$ cat src/rtl/aes_pkg.sv
// Shared AES types: state layout, byte/row/column index helpers
// and the ShiftRows direction encoding.
package aes_pkg;

    // byte i = bits [8i+7:8i]; row = i mod 4, column = i div 4
    typedef logic [15:0][7:0] aes_state_t;

    typedef enum logic {
        AES_FWD = 1'b0,
        AES_INV = 1'b1
    } aes_mode_e;

    function automatic logic [3:0] byte_idx(
        input logic [1:0] row,
        input logic [1:0] col
    );
        return {col, row};
    endfunction

    function automatic logic [1:0] row_of(input logic [3:0] idx);
        return idx[1:0];
    endfunction

    function automatic logic [1:0] col_of(input logic [3:0] idx);
        return idx[3:2];
    endfunction

endpackage

$ cat src/rtl/aes_shift_rows_comb.sv
// Combinational AES ShiftRows / InvShiftRows byte permutation.
// Ports: in_bus (128b state), in_inv (0 fwd, 1 inv), out_bus (128b).
module aes_shift_rows_comb
    import aes_pkg::*;
(
    input  logic [127:0] in_bus,
    input  logic         in_inv,
    output logic [127:0] out_bus
);

    aes_state_t in_s;
    aes_state_t out_s;
    logic [1:0] r;
    logic [1:0] c;
    logic [1:0] sc;

    assign in_s    = in_bus;
    assign out_bus = out_s;

    // Column arithmetic is 2-bit, so the mod-4 wrap is free.
    always_comb begin
        out_s = in_s;
        r     = '0;
        c     = '0;
        sc    = '0;
        for (int i = 0; i < 16; i++) begin
            r  = row_of(4'(i));
            c  = col_of(4'(i));
            sc = (aes_mode_e'(in_inv) == AES_INV) ? c - r : c + r;
            out_s[i] = in_s[byte_idx(r, sc)];
        end
    end

endmodule

$ cat src/rtl/aes_shift_rows_pipe.sv
// Pipelined ShiftRows/InvShiftRows with valid/ready handshake, tag sideband.
// Ports: clk, rst (sync, active-high); in_* / out_* handshakes; busy.
module aes_shift_rows_pipe
    import aes_pkg::*;
#(
    parameter int STAGES = 1, // legal 1..4
    parameter int TAG_W  = 4
) (
    input  logic             clk,
    input  logic             rst,
    input  logic             in_valid,
    output logic             in_ready,
    input  logic             in_inv,
    input  logic [127:0]     in_bus,
    input  logic [TAG_W-1:0] in_tag,
    output logic             out_valid,
    input  logic             out_ready,
    output logic [127:0]     out_bus,
    output logic [TAG_W-1:0] out_tag,
    output logic             busy
);

    logic [127:0]     perm_bus;
    logic [STAGES:0]  rdy;
    logic [STAGES-1:0] vld;
    logic [127:0]     bus_s [STAGES];
    logic [TAG_W-1:0] tag_s [STAGES];

    aes_shift_rows_comb u_comb (
        .in_bus  (in_bus),
        .in_inv  (in_inv),
        .out_bus (perm_bus)
    );

    // Ready ripples back from the consumer; an empty stage is always
    // ready, which lets bubbles collapse under a downstream stall.
    always_comb begin
        rdy         = '0;
        rdy[STAGES] = out_ready;
        for (int k = STAGES - 1; k >= 0; k--) begin
            rdy[k] = !vld[k] || rdy[k+1];
        end
    end

    assign in_ready = rdy[0] && !rst;

    for (genvar k = 0; k < STAGES; k++) begin : g_stage
        logic             valid_q;
        logic             valid_d;
        logic [127:0]     bus_q;
        logic [127:0]     bus_d;
        logic [TAG_W-1:0] tag_q;
        logic [TAG_W-1:0] tag_d;
        logic             up_valid;
        logic [127:0]     up_bus;
        logic [TAG_W-1:0] up_tag;

        if (k == 0) begin : g_head
            assign up_valid = in_valid && in_ready;
            assign up_bus   = perm_bus;
            assign up_tag   = in_tag;
        end else begin : g_body
            assign up_valid = vld[k-1];
            assign up_bus   = bus_s[k-1];
            assign up_tag   = tag_s[k-1];
        end

        always_comb begin
            valid_d = valid_q;
            bus_d   = bus_q;
            tag_d   = tag_q;
            if (rdy[k]) begin
                valid_d = up_valid;
                bus_d   = up_bus;
                tag_d   = up_tag;
            end
        end

        // Data and tag need no reset; they are ignored while invalid.
        always_ff @(posedge clk) begin
            if (rst) begin
                valid_q <= 1'b0;
            end else begin
                valid_q <= valid_d;
            end
            bus_q <= bus_d;
            tag_q <= tag_d;
        end

        assign vld[k]   = valid_q;
        assign bus_s[k] = bus_q;
        assign tag_s[k] = tag_q;
    end

    assign out_valid = vld[STAGES-1];
    assign out_bus   = bus_s[STAGES-1];
    assign out_tag   = tag_s[STAGES-1];
    assign busy      = |vld;

endmodule

$ cat config.mk
export PLATFORM = sky130hd
export DESIGN_NAME = aes_shift_rows_pipe
export DESIGN_NICKNAME = d
export VERILOG_FILES = /design/src/rtl/aes_pkg.sv /design/src/rtl/aes_shift_rows_comb.sv /design/src/rtl/aes_shift_rows_pipe.sv
export SDC_FILE = /design/constraint.sdc
export NUM_CORES = 1
export LEC_CHECK = 0
export BUFFER_PORTS_ARGS = -buffer_cell sky130_fd_sc_hd__buf_4
export CORE_UTILIZATION = 45
export DETAILED_ROUTE_END_ITERATION = 10
export PLACE_DENSITY = 0.78
export SETUP_SLACK_MARGIN = 0.5
export SLEW_MARGIN = 20
export SYNTH_ARGS = -nofsm -noshare
export SYNTH_HDL_FRONTEND = slang
export SYNTH_HIERARCHICAL = 1
export SYNTH_SLANG_ARGS = --single-unit
$ cat constraint.sdc
create_clock -name clk -period 3.1 [get_ports clk]
set_input_delay 0.155 -clock clk [delete_from_list [all_inputs] [get_ports clk]]
set_output_delay 0.155 -clock clk [all_outputs]
set_load 0.05 [all_outputs]
==> results of run 1 <==
==> critical path: cells and delay by family, from the launching register on <==
kind | cells | cell delay, ns
AND/OR/NAND/NOR | 2 | 0.89
flip-flops | 1 | 0.35
buffers and inverters | 1 | 0.20
==> flip-flops by register name, summed over array words and instances, names as in the netlist <==
signal   count
out_bus    128
out_tag      4
busy         1
==> cell type report <==
class,count,area share [%]
inverter,1,0.0438
timing repair buffer,343,32.4
sequential,133,46.5
multi-input combinational,67,11.5
clock buffer,17,4.97
tap,168,2.45
clock inverter,14,2.15
==> layer usage <==
| metal | routed length (um) | share of wire (%) | global-route usage (%) | vias up |
|---|---|---|---|---|
| met5 | 0 | 0 | 0 | - |
| li1 | - | - | - | 1538 |
| met1 | 4480 | 34 | 20.9 | 1617 |
| met2 | 7490 | 56 | 39.6 | 168 |
| met4 | 237 | 1.8 | 7.11 | 0 |
| met3 | 1160 | 8.7 | 8.08 | 20 |
==> through the flow <==
step / utilization (%) / area [sq um] / setup WS (ns) / hold slack (ns)
floorplan: - / 5590 / 0.897 / 0.217
global placement: 60.1 / 7250 / 1.37 / 0.334
detailed placement: 60.1 / 7250 / 1.30 / 0.335
CTS: 71.0 / 8560 / 1.05 / 0.0349
global route: 71.0 / 8560 / 0.954 / 0.0388
finish: 71.0 / 8560 / 1.10 / 0.0586
==> cells by family after synthesis <==
logic type             after synthesis  synth area share, %
AOI/OAI and AO/OA                    1                0.157
buffers and inverters               73                 11.1
DFF                                133                 71.3
muxes                               64                 16.9
and+or+nand+nor                      2                0.492
==> where the power goes <==
part	leakage [nW]	internal, mW	switching [mW]
logic	2.15	0.439	0.689
clock network	0.284	1.33	0.729
registers	1.38	2.14	0.0456
total	3.81	3.92	1.46
==> synth_stat cells <==
cell	count
mux2_2	4
mux2_4	60
nor2b_4	1
a21oi_2	1
dfxtp_1	1
buf_6	1
buf_12	6
nand2b_4	1
buf_4	65
edfxtp_1	132
inv_1	1
==> worst paths after layout <==
kind         slack, ns  depth (start not counted)          end
max reg2reg       1.32                          2  out_bus[34]
max               1.10                          3     in_ready
min reg2reg       1.20                          1  out_bus[57]
min               0.06                          2  out_bus[73]
==> what timing repair did <==
| action | in CTS | in global routing |
|---|---|---|
| hold endpoints to repair | 69 | 0 |
| resized for setup | 0 | 0 |
| hold buffers | 70 | 0 |
==> impl_metrics.ini, run 1 <==
[clock_network]
cts.path.max_buffers = 2
postCtsSetupBuffers = 0
path_clk_slew_ns = 0.06
cts_buffers = 17
htreeDepth = 4
clkLatencyLatePin_ns = 0.40
cts_root_buf = clkbuf_16
clock_sinks = 133
tritoncts = done

[yosys]
ys_types = 11
synth_top_area_share_pct = 70.9
netlist_area_sq_mm = 0.00559
syn_inst = 273
yosys_warnings = 6
yosys.area.top_type = edfxtp_1
syn-num-nets = 410
seq_area_frac_synth_pct = 71.3
ys_top_cells_by_area = edfxtp_1 71%, mux2_4 16%, buf_4 8.7%
ys_seq_elements = 133
syn_avg_cell_area_sq_um = 20.5

[detailed_routing]
wl_per_cell_um = 18.0
ant_nets = 0
routed_wirelength_mm = 13.4
drt_iter0_drc = 185
dr.pass1.iters = 4
drc = 0
vias = 3343
viasPerCell = 4.50

[run_status]
outcome = completed

[sta]
worst_slew_pin_slew_ns = 0.820
finalSetupTns_ns = 0
min_period_ns = 2.00
finalCritPeriodShare_pct = 64.4
fmax_ghz = 0.501
fin_skew_ns = 0.00747
slew_headroom_pct = 45.3
rsz0062_at_grt = false
slew_viol_final = 0
hold_viol = 0
setup_viol = 0

[placement]
place_congestion = 0.736
port_buffers = 271
placed_cells = 642

[floorplanning]
io_pins = 272
rows = 40
initial_core_util_pct = 46.3
die-area_sq_mm = 0.0129
die_w_um = 113
dieHeight_um = 113
core_area_sq_mm = 0.0121

[global_route]
antenna_found_initial = 0
gr-total-overflow = 0
grt_pass1_wl_mm = 19.4
grt_pass1_vias = 3499
grt_max_degree = 75
track_usage_pct = 20.9

[power]
finalPower_mw = 5.38
peakVddDrop_mv = 0.287
power_density_mw_per_mm2 = 628
leakagePower_nw = 3.81

[critical_path]
cpMaxStageDelayCell = nand2b_4
path_cells = nand2b_4 -> nor2b_4 -> buf_4
critPathMaxStageDelay_ns = 0.61
path_max_fanout = 61
start_kind = flop
worstSetupStartpoint = busy
worstSetupPathType = reg2out
crit-reg2reg-launch = busy
crit_required_ns = 2.94
cp.arrival_ns = 1.84
cp-end-kind = primary output

[min_path]
hold_start = in_bus[41]
min_path_type = in2reg

[layout]
layout_common_cells = 271 x buf_4, 132 x edfxtp_1, 70 x dlygate4sd3_1
multi_input_area_sq_um = 982
final_cells = 743
seq_area_sq_mm = 0.00398
diodes = 0
drive_gt1_share_pct = 64.0
layout.nets = 700
fill_cells = 726
layout_commonest_cell = buf_4
synthToLayoutAreaGrowth_pct = 53.2

[run]
maxCapViolations = 0
No activity file was read; power rests on OpenSTA's default activity.
==> inputs of run 2 (changes only) <==
CORE_UTILIZATION = 42   (was 45)
PLACE_DENSITY = 0.77   (was 0.78)
clock period = 1.7 ns   (was 3.1 ns; I/O delays follow)
==> impl_metrics.ini, run 2 (synthesis gave the netlist of run 1 again) <==
[sta]
min_period_ns = 1.26
worst_slew_pin_slew_ns = 0.277
fin_skew_ns = 0.00741
holdWs_ns = 0.143
setup_viol = 0
slew_viol_final = 0
fmax_ghz = 0.793
hold_viol = 0
rsz0062_at_grt = true
finalCritPeriodShare_pct = 74.1
slew_headroom_pct = 81.6

[global_route]
grt_max_degree = 41
gr-total-overflow = 0
track_usage_pct = 20.4
grt_pass1_vias = 3903
antenna_found_initial = 0
grt_pass1_wl_mm = 20.7

[clock_network]
cts_root_buf = clkbuf_16
clkLatencyLatePin_ns = 0.41
cts.path.max_buffers = 2
clock_sinks = 133
cts_buffers = 17
htreeDepth = 4
path_clk_slew_ns = 0.06
tritoncts = done

[floorplanning]
die_w_um = 117
io_pins = 272
rows = 41
initial_core_util_pct = 43.8
dieHeight_um = 117
die-area_sq_mm = 0.0138
core_area_sq_mm = 0.0128

[min_path]
hold_end = busy
min_path_type = in2reg
hold_start = out_ready
whs_path_depth = 3

[power]
finalPower_mw = 10.1
peakVddDrop_mv = 0.521
leakagePower_nw = 4.17
power_density_mw_per_mm2 = 1070

[placement]
placed_cells = 650
port_buffers = 271
dp_hpwl_mm = 8.32
place_congestion = 0.804

[layout]
layout.nets = 773
layout_commonest_cell = buf_4
multi_input_area_sq_um = 991
largest_reg_flops = 128
drive_gt1_share_pct = 58.7
diodes = 0
fill_cells = 734
synthToLayoutAreaGrowth_pct = 68.3
final_cells = 821
layout_common_cells = 270 x buf_4, 134 x dlygate4sd3_1, 132 x edfxtp_1
seq_area_sq_mm = 0.00399

[detailed_routing]
wl_per_cell_um = 16.9
viasPerCell = 4.42
drc = 0
ant_nets = 0
routed_wirelength_mm = 13.9
drt_iter0_drc = 154
vias = 3628
dr.pass1.iters = 7

[critical_path]
cp.arrival_ns = 1.18
start_kind = flop
worstSetupPathType = reg2out
reg2reg_depth = 3
r2r_slack_ns = 0.48
crit-reg2reg-launch = busy
worstSetupPathDepth = 3
path_buf_inv = 1
critPathMaxStageDelay_ns = 0.36
crit_required_ns = 1.62
worstReg2RegEnd = out_bus[30]
path_max_fanout = 4
cpMaxStageDelayCell = dfxtp_4
cp-end-kind = primary output
critPathTopFamily = flip-flops
worstSetupStartpoint = busy
path_cells = nand2b_4 -> nor2b_4 -> buf_8

[run_status]
outcome = completed

[run]
maxCapViolations = 0
[run 2: cell types whose count changed in the layout (fill, tap and decap cells not counted), moves of 2 or more]
cell,delta
buf_16,+3
buf_6,+3
buf_8,+2
clkinv_1,-3
clkinv_4,+2
dlygate4sd3_1,+64
inv_6,+2
[run 2: power breakdown]
group          internal (mW)  switching (mW)  leakage [nW]
Sequential              3.91          0.0885          1.38
Clock                   2.47            1.40         0.298
Combinational          0.932            1.29          2.50
[run 2: through the flow]
step | area, sq um | setup WS [ns] | util [%] | TNS [ns]
2_1_floorplan | 5590 | -0.255 | - | -8.05
3_3_place_gp | 7320 | 0.459 | 57.3 | 0
3_5_place_dp | 7320 | 0.438 | 57.3 | 0
4_1_cts | 9360 | 0.446 | 73.2 | 0
5_1_grt | 9410 | 0.402 | 73.6 | 0
6_report | 9410 | 0.440 | 73.6 | 0
[run 2: layout make-up]
cell class                 count  area share [%]
multi-input combinational     68            10.5
sequential                   133            42.4
clock buffer                  18            4.56
clock inverter                14            2.13
inverter                       1          0.0399
timing repair buffer         415            38.1
tap                          172            2.29
[run 2: repair_timing]
item | in CTS | in global routing
resized for setup | 5 | 5
cloned | 2 | 1
endpoints found under the setup margin | 118 | 59
buffers inserted | 1 | 1
hold buffers | 134 | 0
endpoints found under the hold margin | 133 | 0
[run 2: how the worst max path moves through the flow]
stage	to	slack, ns
global route	in_ready	0.40
detailed placement	out_bus[17]	0.44
floorplan	in_ready	-0.25
finish	in_ready	0.44
global placement	out_bus[66]	0.46
CTS	in_ready	0.45
[run 2: worst reg2reg max path, delay by kind of cell (launching register included)]
family	cells	cell delay (ns)
buffers and inverters	2	0.48
DFF	1	0.36
and+or+nand+nor	1	0.08
[run 2: layer usage]
layer | track usage [%] | up-vias | share of wire, %
met1 | 20.8 | 1725 | 36
met2 | 36.9 | 182 | 54
met3 | 7.10 | 27 | 7.5
met5 | 0 | - | 0
met4 | 9.66 | 0 | 2.7
li1 | - | 1694 | -
